--- src/rtl/alignment_lock.sv ---
// Alignment-marker lock for one 66b PCS lane: finds the lane marker, confirms it
// one interval later, tracks lock with a bad-marker budget, strips consumed markers
// from the output stream and checks BIP3 on every good marker while locked.
module alignment_lock #(
  parameter int AM_INTERVAL   = 16384,
  parameter int INVALID_LIMIT = 4
) (
  input  logic        clk,
  input  logic        reset,
  input  logic [65:0] block_in,
  input  logic        block_valid,
  input  logic        block_lock,
  output logic [65:0] block_out,
  output logic        block_out_valid,
  output logic        am_lock,
  output logic [1:0]  lane_id,
  output logic        bip_error,
  output logic [15:0] bip_err_count
);

  localparam int CW = $clog2(AM_INTERVAL);
  localparam int IW = $clog2(INVALID_LIMIT + 1);
  localparam logic [CW-1:0] LAST_POS = CW'(AM_INTERVAL - 1);
  localparam logic [IW-1:0] INV_MAX  = IW'(INVALID_LIMIT);

  typedef enum logic [1:0] {
    FIND_1ST = 2'd0,
    COUNT_1  = 2'd1,
    LOCKED   = 2'd2
  } state_t;

  state_t        state, state_nxt;
  logic [CW-1:0] pos, pos_nxt;
  logic [IW-1:0] inv_cnt, inv_nxt;
  logic [7:0]    acc, acc_nxt;
  logic [1:0]    lane_nxt;
  logic          match;
  logic [1:0]    match_lane;
  logic          consume;
  logic          bip_hit;

  function automatic logic [23:0] lane_pattern(input logic [1:0] l);
    case (l)
      2'd0:    return 24'h477690;
      2'd1:    return 24'hE6C4F0;
      2'd2:    return 24'h9B65C5;
      default: return 24'h3D79A2;
    endcase
  endfunction

  // Bit i folds block bits 2+i+8k; the sync header lands on bits 3 and 4.
  function automatic logic [7:0] block_parity(input logic [65:0] b);
    logic [7:0] p;
    p = '0;
    for (int k = 0; k < 8; k++) begin
      p = p ^ b[2+8*k +: 8];
    end
    p[3] = p[3] ^ b[0];
    p[4] = p[4] ^ b[1];
    return p;
  endfunction

  function automatic logic [15:0] sat_inc(input logic [15:0] v);
    return (v == 16'hFFFF) ? v : v + 16'd1;
  endfunction

  // Marker detection against all four lane patterns; BIP bytes are ignored.
  always_comb begin
    match      = 1'b0;
    match_lane = 2'd0;
    for (int l = 0; l < 4; l++) begin
      if (block_in[1:0] == 2'b01 &&
          block_in[25:2] == lane_pattern(2'(l)) &&
          block_in[57:34] == ~lane_pattern(2'(l))) begin
        match      = 1'b1;
        match_lane = 2'(l);
      end
    end
  end

  // Next-state, position, invalid-count, BIP accumulator and marker-consume decisions.
  always_comb begin
    state_nxt = state;
    pos_nxt   = pos;
    inv_nxt   = inv_cnt;
    acc_nxt   = acc;
    lane_nxt  = lane_id;
    consume   = 1'b0;
    bip_hit   = 1'b0;
    if (!block_lock) begin
      state_nxt = FIND_1ST;
      pos_nxt   = '0;
      inv_nxt   = '0;
      acc_nxt   = '0;
    end else if (block_valid) begin
      pos_nxt = pos + 1'b1;
      unique case (state)
        FIND_1ST: begin
          if (match) begin
            lane_nxt  = match_lane;
            pos_nxt   = '0;
            state_nxt = COUNT_1;
            consume   = 1'b1;
          end
        end
        COUNT_1: begin
          if (pos == LAST_POS) begin
            consume   = 1'b1;
            inv_nxt   = '0;
            state_nxt = (match && match_lane == lane_id) ? LOCKED : FIND_1ST;
          end
        end
        LOCKED: begin
          if (pos == LAST_POS) begin
            consume = 1'b1;
            if (match && match_lane == lane_id) begin
              inv_nxt = '0;
              bip_hit = (block_in[33:26] != acc);
            end else if (inv_cnt + 1'b1 == INV_MAX) begin
              inv_nxt   = '0;
              state_nxt = FIND_1ST;
            end else begin
              inv_nxt = inv_cnt + 1'b1;
            end
          end
        end
        default: state_nxt = FIND_1ST;
      endcase
      // A consumed marker starts the next BIP interval with its own parity.
      acc_nxt = consume ? block_parity(block_in) : (acc ^ block_parity(block_in));
    end
  end

  // FSM state register.
  always_ff @(posedge clk) begin
    if (reset) begin
      state <= FIND_1ST;
    end else begin
      state <= state_nxt;
    end
  end

  // Datapath, counters and output registers.
  always_ff @(posedge clk) begin
    if (reset) begin
      pos             <= '0;
      inv_cnt         <= '0;
      acc             <= '0;
      lane_id         <= '0;
      block_out       <= '0;
      block_out_valid <= 1'b0;
      bip_error       <= 1'b0;
      bip_err_count   <= '0;
    end else begin
      pos             <= pos_nxt;
      inv_cnt         <= inv_nxt;
      acc             <= acc_nxt;
      lane_id         <= lane_nxt;
      block_out       <= block_in;
      block_out_valid <= block_valid & ~consume;
      bip_error       <= bip_hit;
      if (bip_hit) begin
        bip_err_count <= sat_inc(bip_err_count);
      end
    end
  end

  assign am_lock = (state == LOCKED);

endmodule

--- config.mk ---
export PLATFORM = sky130hd
export DESIGN_NAME = alignment_lock
export DESIGN_NICKNAME = d
export VERILOG_FILES = /design/src/rtl/alignment_lock.sv
export SDC_FILE = /design/constraint.sdc
export NUM_CORES = 1
export LEC_CHECK = 0
export CAP_MARGIN = 10
export CELL_PAD_IN_SITES_DETAIL_PLACEMENT = 1
export CELL_PAD_IN_SITES_GLOBAL_PLACEMENT = 2
export CORE_ASPECT_RATIO = 0.75
export CORE_MARGIN = 5
export CORE_UTILIZATION = 31
export CTS_CLUSTER_DIAMETER = 100
export DETAILED_ROUTE_END_ITERATION = 8
export GPL_TIMING_DRIVEN = 0
export PLACE_DENSITY = 0.91
export RECOVER_POWER = 100
export SKIP_CTS_REPAIR_TIMING = 1
export SLEW_MARGIN = 20
export SYNTH_ARGS = -nofsm -noshare
export SYNTH_HDL_FRONTEND = slang
export SYNTH_SLANG_ARGS = --single-unit
--- constraint.sdc ---
create_clock -name clk -period 5.15 [get_ports clk]
set_input_delay 0.515 -clock clk [delete_from_list [all_inputs] [get_ports clk]]
set_output_delay 0.515 -clock clk [all_outputs]
set_load 0.05 [all_outputs]
==> run summary, run 1 <==
outcome: completed
FFs w/ async S/R, synth: 0%
fin crit share: 74.4%
Die ar.: 0.0204 sq mm
top cells by area, synth: dfxtp_1, xnor2_1, nor2b_1
Mapped Cells: 583
leading cell type in the layout, fill and taps excluded: dfxtp_1
top cell type's share of synthesized area: 41.5%
Hold Crit Class: flip-flop to flip-flop
Required @ worst endpoint: 5460 ps
Lkg Pwr: 3.05 nW
root buf cell: clkbuf_16
final net count: 835
# setup viols final: 0
drt wl/cell: 20.0 um
post-synthesis adder-cell area fraction: 1.84%
Seq cells post-synth: 113
Main synth FF type: dfxtp_1
RSZ-0062 raised after global routing: false
post-synthesis mux area share: 2.46%
TritonRoute pass-1 iters: 5
initial antenna violation count: 1
fin crit period: 3830 ps
Crit Path Category: input port to flip-flop
sequential area share after synthesis: 41.5%
total power: 2.81 mW
GRT overflow: 0
vias in the first global route: 5567
reg-to-reg critical path endpoint: bip_err_count[15]$_SDFFE_PP0P_
Clock Skews: 6.56 ps
simple-gate portion of the synthesized area: 31.0%
DP Worst Slack: 1570 ps
Synth cell types: 59
ANT nets after route: 0
placer congestion estimate: 0.916
All-Layer GR Usage: 19.9%
drt total wl: 20200 um
CORE AREA: 0.0174 sq mm
crit path DAT: 4140 ps
Post-Syn Area: 0.00545 sq mm
Synth Area in XOR/XNOR: 12.9%
Critical Path End Type: flip-flop
Reg-to-Reg Start: pos[6]$_SDFFE_PP0P_
Setup TNS: 0 ps
Initial Util: 31.2%
DP Wirelength: 15200 um
Fill cells: 2005
clock tree sinks: 113
Placed Cells: 980
Max Clk Rate: 261 MHz
maxcap violations: 0
Avg Cell Area, Syn: 9.35 sq um
Area Overhead vs Synth: 46.6%
peak supply drop: 0.207 mV
most frequent cells in the layout: dfxtp_1, dlygate4sd3_1, nor2b_1
# rows: 42
Post-synth EDFFs: 0
clock buffer count from CTS: 17
share of cells above drive strength 1: 6.75%
CTS tree: done
H-tree levels: 4
crit-path max FO: 10
die height: 125 um
first-pass GRT wire length: 31400 um
boundary pin count: 157
largest family of logic cells by synthesized area: simple AND/OR/NAND/NOR gates
via count: 5132
Non-Filler Instances: 1013
port bufs: 155
vias per inst: 5.07
worst setup margin: 1320 ps
relative slew slack: 44.4%
clk buf depth: 2
critical path endpoint: bip_err_count[15]$_SDFFE_PP0P_
reg-to-reg setup timing slack: 2240 ps
Mapped Nets: 661
fin area: 0.00799 sq mm
Placed Area: 0.00731 sq mm
Final Util: 45.8%
Slew Viols, Final: 0
Critical Path Start: block_in[7]
DRC viols: 0
largest net degree at the start of global routing: 17
Synth Area in Compound Gates: 7.37%
Clk Latency, worst-skew pair: 430 ps
post-synth top area cell: dfxtp_1
crit path launch type: input port
total number of yosys warnings: 0
worst-margin pin slew: 835 ps
Power Density: 351 mW/mm^2
Fin. Hold Viols: 0
die width: 163 um
worst hold slack: 491 ps
Worst Reg-to-Reg Cells: 8
Clock transition at path regs: 60 ps
number of DRC markers in iteration 0: 290
[routing by layer]
| layer | GRT usage, % | part of all wire, % | routed length, um | up-vias |
|---|---|---|---|---|
| li1 | - | - | - | 2424 |
| met1 | 25.3 | 45 | 9030 | 2525 |
| met2 | 32.0 | 47 | 9530 | 159 |
| met3 | 5.86 | 6.4 | 1290 | 24 |
| met4 | 7.05 | 1.9 | 385 | 0 |
| met5 | 0 | 0 | 0 | - |
[kinds of logic (layout without fill, tap and decap cells)]
family / after synthesis / after routing
AND/OR/NAND/NOR: 276 / 276
flip-flops: 113 / 113
XOR/XNOR: 80 / 80
AO/OA/AOI/OAI: 56 / 56
buffers and inverters: 38 / 225
multiplexers: 12 / 12
adder cells (fa/ha/maj): 8 / 8
other: 0 / 1
[worst max-delay path: stages]
cell and delay, ps:
clkdlybuf4s50_1 570, nor4bb_1 570, nor4b_2 450, and4_4 290
or3_2 120, and4_2 210, clkbuf_1 380, clkbuf_1 520
nand3_1 160, mux2_1 350
[where the power goes]
part	leakage [nW]	internal, mW	switching (mW)
combinational	1.77	0.167	0.267
clock	0.350	1.02	0.427
sequential	0.930	0.911	0.0169
total	3.05	2.10	0.711
[sequential cells by signal, indices dropped and copies added (netlist names)]
register         count
acc                  8
bip_err_count       16
bip_error            1
block_out           66
block_out_valid      1
inv_cnt              3
lane_id              2
pos                 14
state                2
[area by class of cell]
| class | instances | area, sq um | area share (%) |
|---|---|---|---|
| clock buffers | 23 | 498 | 6.23 |
| inverters | 14 | 52.6 | 0.658 |
| plain buffers | 24 | 91.3 | 1.14 |
| repair buffers | 155 | 1550 | 19.4 |
| clock inverters | 9 | 223 | 2.79 |
| well taps | 242 | 303 | 3.79 |
| multi-input cells | 432 | 3010 | 37.6 |
| diodes | 1 | 2.50 | 0.0313 |
| flip-flops and latches | 113 | 2260 | 28.3 |
[Yosys cell counts, types with 2 or more instances]
cell and number:
a211oi_1 4, a21oi_1 12, a31oi_1 8, and2_1 2, and3_1 14, and4_1 6, and4_4 2, buf_2 3
buf_6 2, clkbuf_1 18, dfxtp_1 113, ha_1 8, inv_1 13, mux2_1 2, mux2_2 9, nand2_1 18
nand2b_1 3, nand3_1 31, nand4_1 17, nand4b_1 6, nand4bb_1 2, nor2_1 42, nor2b_1 80, nor3b_1 2
nor4_1 15, nor4bb_1 11, o2111ai_1 9, o211ai_1 2, o21a_1 3, o21ai_0 5, o31ai_1 2, o41ai_1 2
or2_2 3, or4_1 11, xnor2_1 62, xor2_1 18
[worst min path at each step]
| stage | from | end | slack (ps) | depth (start not counted) |
|---|---|---|---|---|
| 6_report | inv_cnt[1]$_SDFFE_PP0P_ | inv_cnt[1]$_SDFFE_PP0P_ | 490 | 2 |
| 5_1_grt | pos[1]$_SDFFE_PP0P_ | pos[1]$_SDFFE_PP0P_ | 530 | 2 |
| 4_1_cts | inv_cnt[1]$_SDFFE_PP0P_ | inv_cnt[1]$_SDFFE_PP0P_ | 500 | 2 |
| 3_5_place_dp | inv_cnt[1]$_SDFFE_PP0P_ | inv_cnt[1]$_SDFFE_PP0P_ | 490 | 2 |
| 3_3_place_gp | inv_cnt[1]$_SDFFE_PP0P_ | inv_cnt[1]$_SDFFE_PP0P_ | 460 | 2 |
| 2_1_floorplan | inv_cnt[1]$_SDFFE_PP0P_ | inv_cnt[1]$_SDFFE_PP0P_ | 450 | 2 |
Power figures use the tool's default switching activity.
==> inputs of run 2 (changes only) <==
Settings changed: CORE_UTILIZATION 31 to 28, PLACE_DENSITY 0.91 to 0.84.
Clock period 5.15 ns to 4 ns, I/O delays scaled along.
==> run 2 against run 1 <==
Net effect: register-to-register slack lost 1400 ps; non-clock buffer count did not move; power rose by 23%; count of clock-buffer cells in the layout down 4; cell count is 0.99% higher; critical path depth shrank 1; clock power grew 17%; combinational power increased by 28%; sequential share of layout area is 0.11 points higher; first-iteration DRC count shrank 24%.
==> run summary, run 2 (synthesized netlist as in run 1, its figures left out) <==
RSZ-0062 raised after global routing: false
clock tree sinks: 113
Lkg Pwr: 3.03 nW
crit path launch type: input port
# rows: 44
Slew Viols, Final: 0
placer congestion estimate: 0.817
number of DRC markers in iteration 0: 220
port bufs: 155
Initial Util: 28.3%
vias in the first global route: 5463
share of cells above drive strength 1: 7.40%
All-Layer GR Usage: 18.2%
Worst Reg-to-Reg Cells: 8
die width: 171 um
Worst Hold Depth: 2
Setup TNS: 0 ps
vias per inst: 5.00
clock buffer count from CTS: 17
reg-to-reg critical path endpoint: bip_err_count[15]$_SDFFE_PP0P_
# setup viols final: 0
Max Clk Rate: 297 MHz
max FFs per register: 66
Area Overhead vs Synth: 46.0%
peak supply drop: 0.218 mV
most frequent cells in the layout: dfxtp_1, dlygate4sd3_1, nor2b_1
fin crit period: 3370 ps
Crit Path Category: input port to flip-flop
relative slew slack: 39.2%
total power: 3.44 mW
CORE AREA: 0.0193 sq mm
Clock transition at path regs: 50 ps
fin crit share: 84.2%
Required @ worst endpoint: 4350 ps
Fill cells: 2188
die height: 131 um
DRC viols: 0
Regs by FF count: block_out (66), bip_err_count (16), pos (14)
crit-path max FO: 10
Critical Path End Type: flip-flop
reg-to-reg setup timing slack: 890 ps
Power Density: 433 mW/mm^2
via count: 5118
GRT overflow: 0
boundary pin count: 157
Placed Area: 0.00732 sq mm
leading cell type in the layout, fill and taps excluded: dfxtp_1
outcome: completed
ANT nets after route: 0
Reg-to-Reg Start: pos[6]$_SDFFE_PP0P_
Hold Crit Class: flip-flop to flip-flop
TritonRoute pass-1 iters: 5
Fin. Hold Viols: 0
maxcap violations: 0
H-tree levels: 4
initial antenna violation count: 0
Die ar.: 0.0224 sq mm
final net count: 835
DP Wirelength: 15500 um
drt total wl: 20200 um
clk buf depth: 2
Clk Latency, worst-skew pair: 410 ps
most flop-heavy register: block_out
Register Area: 0.00226 sq mm
hold path startpoint: inv_cnt[1]$_SDFFE_PP0P_
first-pass GRT wire length: 31100 um
CTS tree: done
Hold EP: inv_cnt[1]$_SDFFE_PP0P_
multi-input logic area: 0.00301 sq mm
largest net degree at the start of global routing: 17
root buf cell: clkbuf_16
drt wl/cell: 19.7 um
n_diodes: 0
Clock Skews: 9.25 ps
worst-margin pin slew: 904 ps
fin area: 0.00796 sq mm
crit path DAT: 3710 ps
run 2: cell count changes in the layout (fill, tap and decap cells not counted), sizes merged:
cell           before  now
clkbuf             46   38
buf                 1    5
clkinv              2    6
bufinv              7    5
clkinvlp            1    3
clkdlybuf4s50      67   68
diode               1    0
dlygate4sd3        88   87
run 2: how the worst max path moves through the flow:
| stage | startpoint | end | slack (ps) | cells past startpoint |
|---|---|---|---|---|
| final | block_in[7] | acc[6]$_SDFFE_PP0P_ | 630 | 9 |
| after global routing | block_in[7] | acc[6]$_SDFFE_PP0P_ | 390 | 9 |
| after CTS | pos[6]$_SDFFE_PP0P_ | bip_err_count[8]$_SDFFE_PP0P_ | 940 | 8 |
| after detailed placement | block_in[7] | bip_err_count[8]$_SDFFE_PP0P_ | 500 | 10 |
| after global placement | block_in[49] | acc[6]$_SDFFE_PP0P_ | 560 | 10 |
| after floorplan | block_in[53] | bip_err_count[15]$_SDFFE_PP0P_ | 1460 | 9 |
run 2: where the power goes:
| group | leakage [nW] | internal (mW) | total [mW] | switching [mW] |
|---|---|---|---|---|
| clock | 0.315 | 1.14 | 1.69 | 0.556 |
| sequential | 0.930 | 1.17 | 1.19 | 0.0205 |
| combinational | 1.78 | 0.215 | 0.556 | 0.341 |
| total | 3.03 | 2.53 | 3.44 | 0.918 |
run 2: per-stage QoR:
stage	utilization, %	setup slack [ps]	hold slack, ps	cells
finish	41.3	631	489	1023
global route	41.3	394	513	1023
CTS	41.4	942	490	1023
detailed placement	38.0	495	480	991
global placement	38.0	561	463	991
floorplan	-	1460	452	583
run 2: cell type report:
cell class              count  share of cell area (%)
plain buffers              24                    1.37
clock buffers              19                    5.69
clock inverters            13                    2.63
inverters                  14                   0.660
multi-input cells         432                    37.8
flip-flops and latches    113                    28.4
well taps                 253                    3.98
repair buffers            155                    19.5
run 2: worst max-delay path: stages:
cell and delay [ps]:
clkdlybuf4s50_1 570, nor4bb_1 600, nor4b_1 630, nand4_1 210, o221ai_1 220, a22oi_2 230, buf_2 270, or4_1 480
nand3_1 110
run 2: per-layer routing:
layer	wire, um	global-route usage, %	part of all wire, %
met4	202	5.50	1.0
met1	9070	23.5	45
met5	0	0	0
met3	1460	5.86	7.2
met2	9460	29.4	47
==> inputs of run 3 (changes only) <==
Settings changed: CORE_UTILIZATION 28 to 26, PLACE_DENSITY 0.84 to 0.82.
Clock period 4 ns to 2.8 ns, I/O delays scaled along.
==> run 3 against run 2 <==
Net effect: core utilization down 1.7 points; worst setup slack worse by 540 ps; critical path depth unchanged; first-iteration DRC count down 15%; worst hold slack worse by 280 ps; via count down 2.7%; non-clock buffer count down 1; sequential share of layout area down 0.47 points; clock skew down 1.0 ps; combinational power up 45%; largest power group unchanged.
==> run summary, run 3 (synthesized netlist as in run 1, its figures left out) <==
outcome: completed
crit path launch type: input port
vias per inst: 4.74
Clk Latency, worst-skew pair: 420 ps
Placed Area: 0.00736 sq mm
boundary pin count: 157
ANT nets after route: 0
vias in the first global route: 5261
share of cells above drive strength 1: 9.49%
maxcap violations: 0
RSZ-0062 raised after global routing: false
hold path startpoint: block_in[6]
leading cell type in the layout, fill and taps excluded: dfxtp_1
Crit Path Category: input port to flip-flop
root buf cell: clkbuf_16
Area Overhead vs Synth: 48.4%
most flop-heavy register: block_out
worst-margin pin slew: 833 ps
clock tree sinks: 113
Setup TNS: 0 ps
Slew Viols, Final: 0
Non-Filler Instances: 1051
Critical Path End Type: flip-flop
Max Clk Rate: 369 MHz
Placed Cells: 1020
Initial Util: 26.7%
die width: 177 um
first-pass GRT wire length: 30700 um
fin area: 0.00809 sq mm
Clock Skews: 8.22 ps
placer congestion estimate: 0.759
DRC viols: 0
Die ar.: 0.0240 sq mm
All-Layer GR Usage: 16.8%
crit-path max FO: 10
H-tree levels: 4
n_diodes: 0
number of DRC markers in iteration 0: 188
fin crit share: 96.7%
Final Util: 39.6%
peak supply drop: 0.255 mV
relative slew slack: 44.4%
Critical Path Start: block_in[0]
clock buffer count from CTS: 17
die height: 135 um
Required @ worst endpoint: 3160 ps
GRT overflow: 0
# setup viols final: 0
worst setup margin: 92.4 ps
Reg-to-Reg Start: pos[6]$_SDFFE_PP0P_
largest net degree at the start of global routing: 17
final net count: 834
max FFs per register: 66
port bufs: 155
DP Wirelength: 15000 um
initial antenna violation count: 0
clk buf depth: 2
via count: 4979
Regs by FF count: block_out (66), bip_err_count (16), pos (14)
crit path DAT: 3060 ps
Fin. Hold Viols: 0
most frequent cells in the layout: dfxtp_1, dlygate4sd3_1, nor2b_1
Lkg Pwr: 3.14 nW
# rows: 45
CORE AREA: 0.0204 sq mm
drt wl/cell: 18.7 um
Clock transition at path regs: 50 ps
drt total wl: 19700 um
TritonRoute pass-1 iters: 4
CTS tree: done
Fill cells: 2333
Hold Crit Class: input port to flip-flop
DP Worst Slack: -582 ps
Power Density: 587 mW/mm^2
fin crit period: 2710 ps
-- run 3: cell count changes in the layout (fill, tap and decap cells not counted), sizes merged --
cell,delta
clkinv,-1
clkdlybuf4s50,-8
dlymetal6s2s,+8
bufinv,-2
buf,-1
clkbuf,+3
-- run 3: layout make-up --
type / count / area [sq um] / share of cell area, %
Clock buffer: 22 / 474 / 5.86
Timing Repair Buffer: 156 / 1580 / 19.5
Clock inverter: 10 / 133 / 1.64
Buffer: 22 / 101 / 1.25
Tap cell: 282 / 353 / 4.36
Multi-Input combinational cell: 432 / 3140 / 38.8
Inverter: 14 / 52.6 / 0.649
Sequential cell: 113 / 2260 / 28.0
-- run 3: final timing paths --
kind / to / slack (ps) / cells after the start
max reg2reg: bip_err_count[8]$_SDFFE_PP0P_ / 210 / 8
min reg2reg: inv_cnt[1]$_SDFFE_PP0P_ / 480 / 2
max: acc[6]$_SDFFE_PP0P_ / 90 / 9
min: block_out[6]$_SDFF_PP0_ / 210 / 2
-- run 3: worst max-delay path, cell delays in order --
cell	delay, ps
clkdlybuf4s50_1	580
nand2b_1	180
nor4_2	460
a32oi_1	270
o221ai_4	310
a22oi_2	170
buf_2	230
or4_1	480
nand3_1	90
-- run 3: through the flow --
stage | total power [mW] | hold slack, ps
2_1_floorplan | 2.19 | 380
3_3_place_gp | 2.54 | 469
3_5_place_dp | 2.55 | 472
4_1_cts | 4.82 | 473
5_1_grt | 4.94 | 194
6_report | 4.75 | 212
-- run 3: routing by layer --
metal,up-vias,part of all wire [%],GRT usage [%]
li1,2422,-,-
met4,0,1.2,4.47
met3,18,7.5,6.25
met1,2421,48,22.8
met2,118,43,25.2
met5,-,0,0
-- run 3: where the power goes --
| group | switching (mW) | internal, mW | total (mW) |
|---|---|---|---|
| registers | 0.0274 | 1.67 | 1.70 |
| clock network | 0.778 | 1.46 | 2.24 |
| logic | 0.498 | 0.310 | 0.808 |
| total | 1.30 | 3.45 | 4.75 |
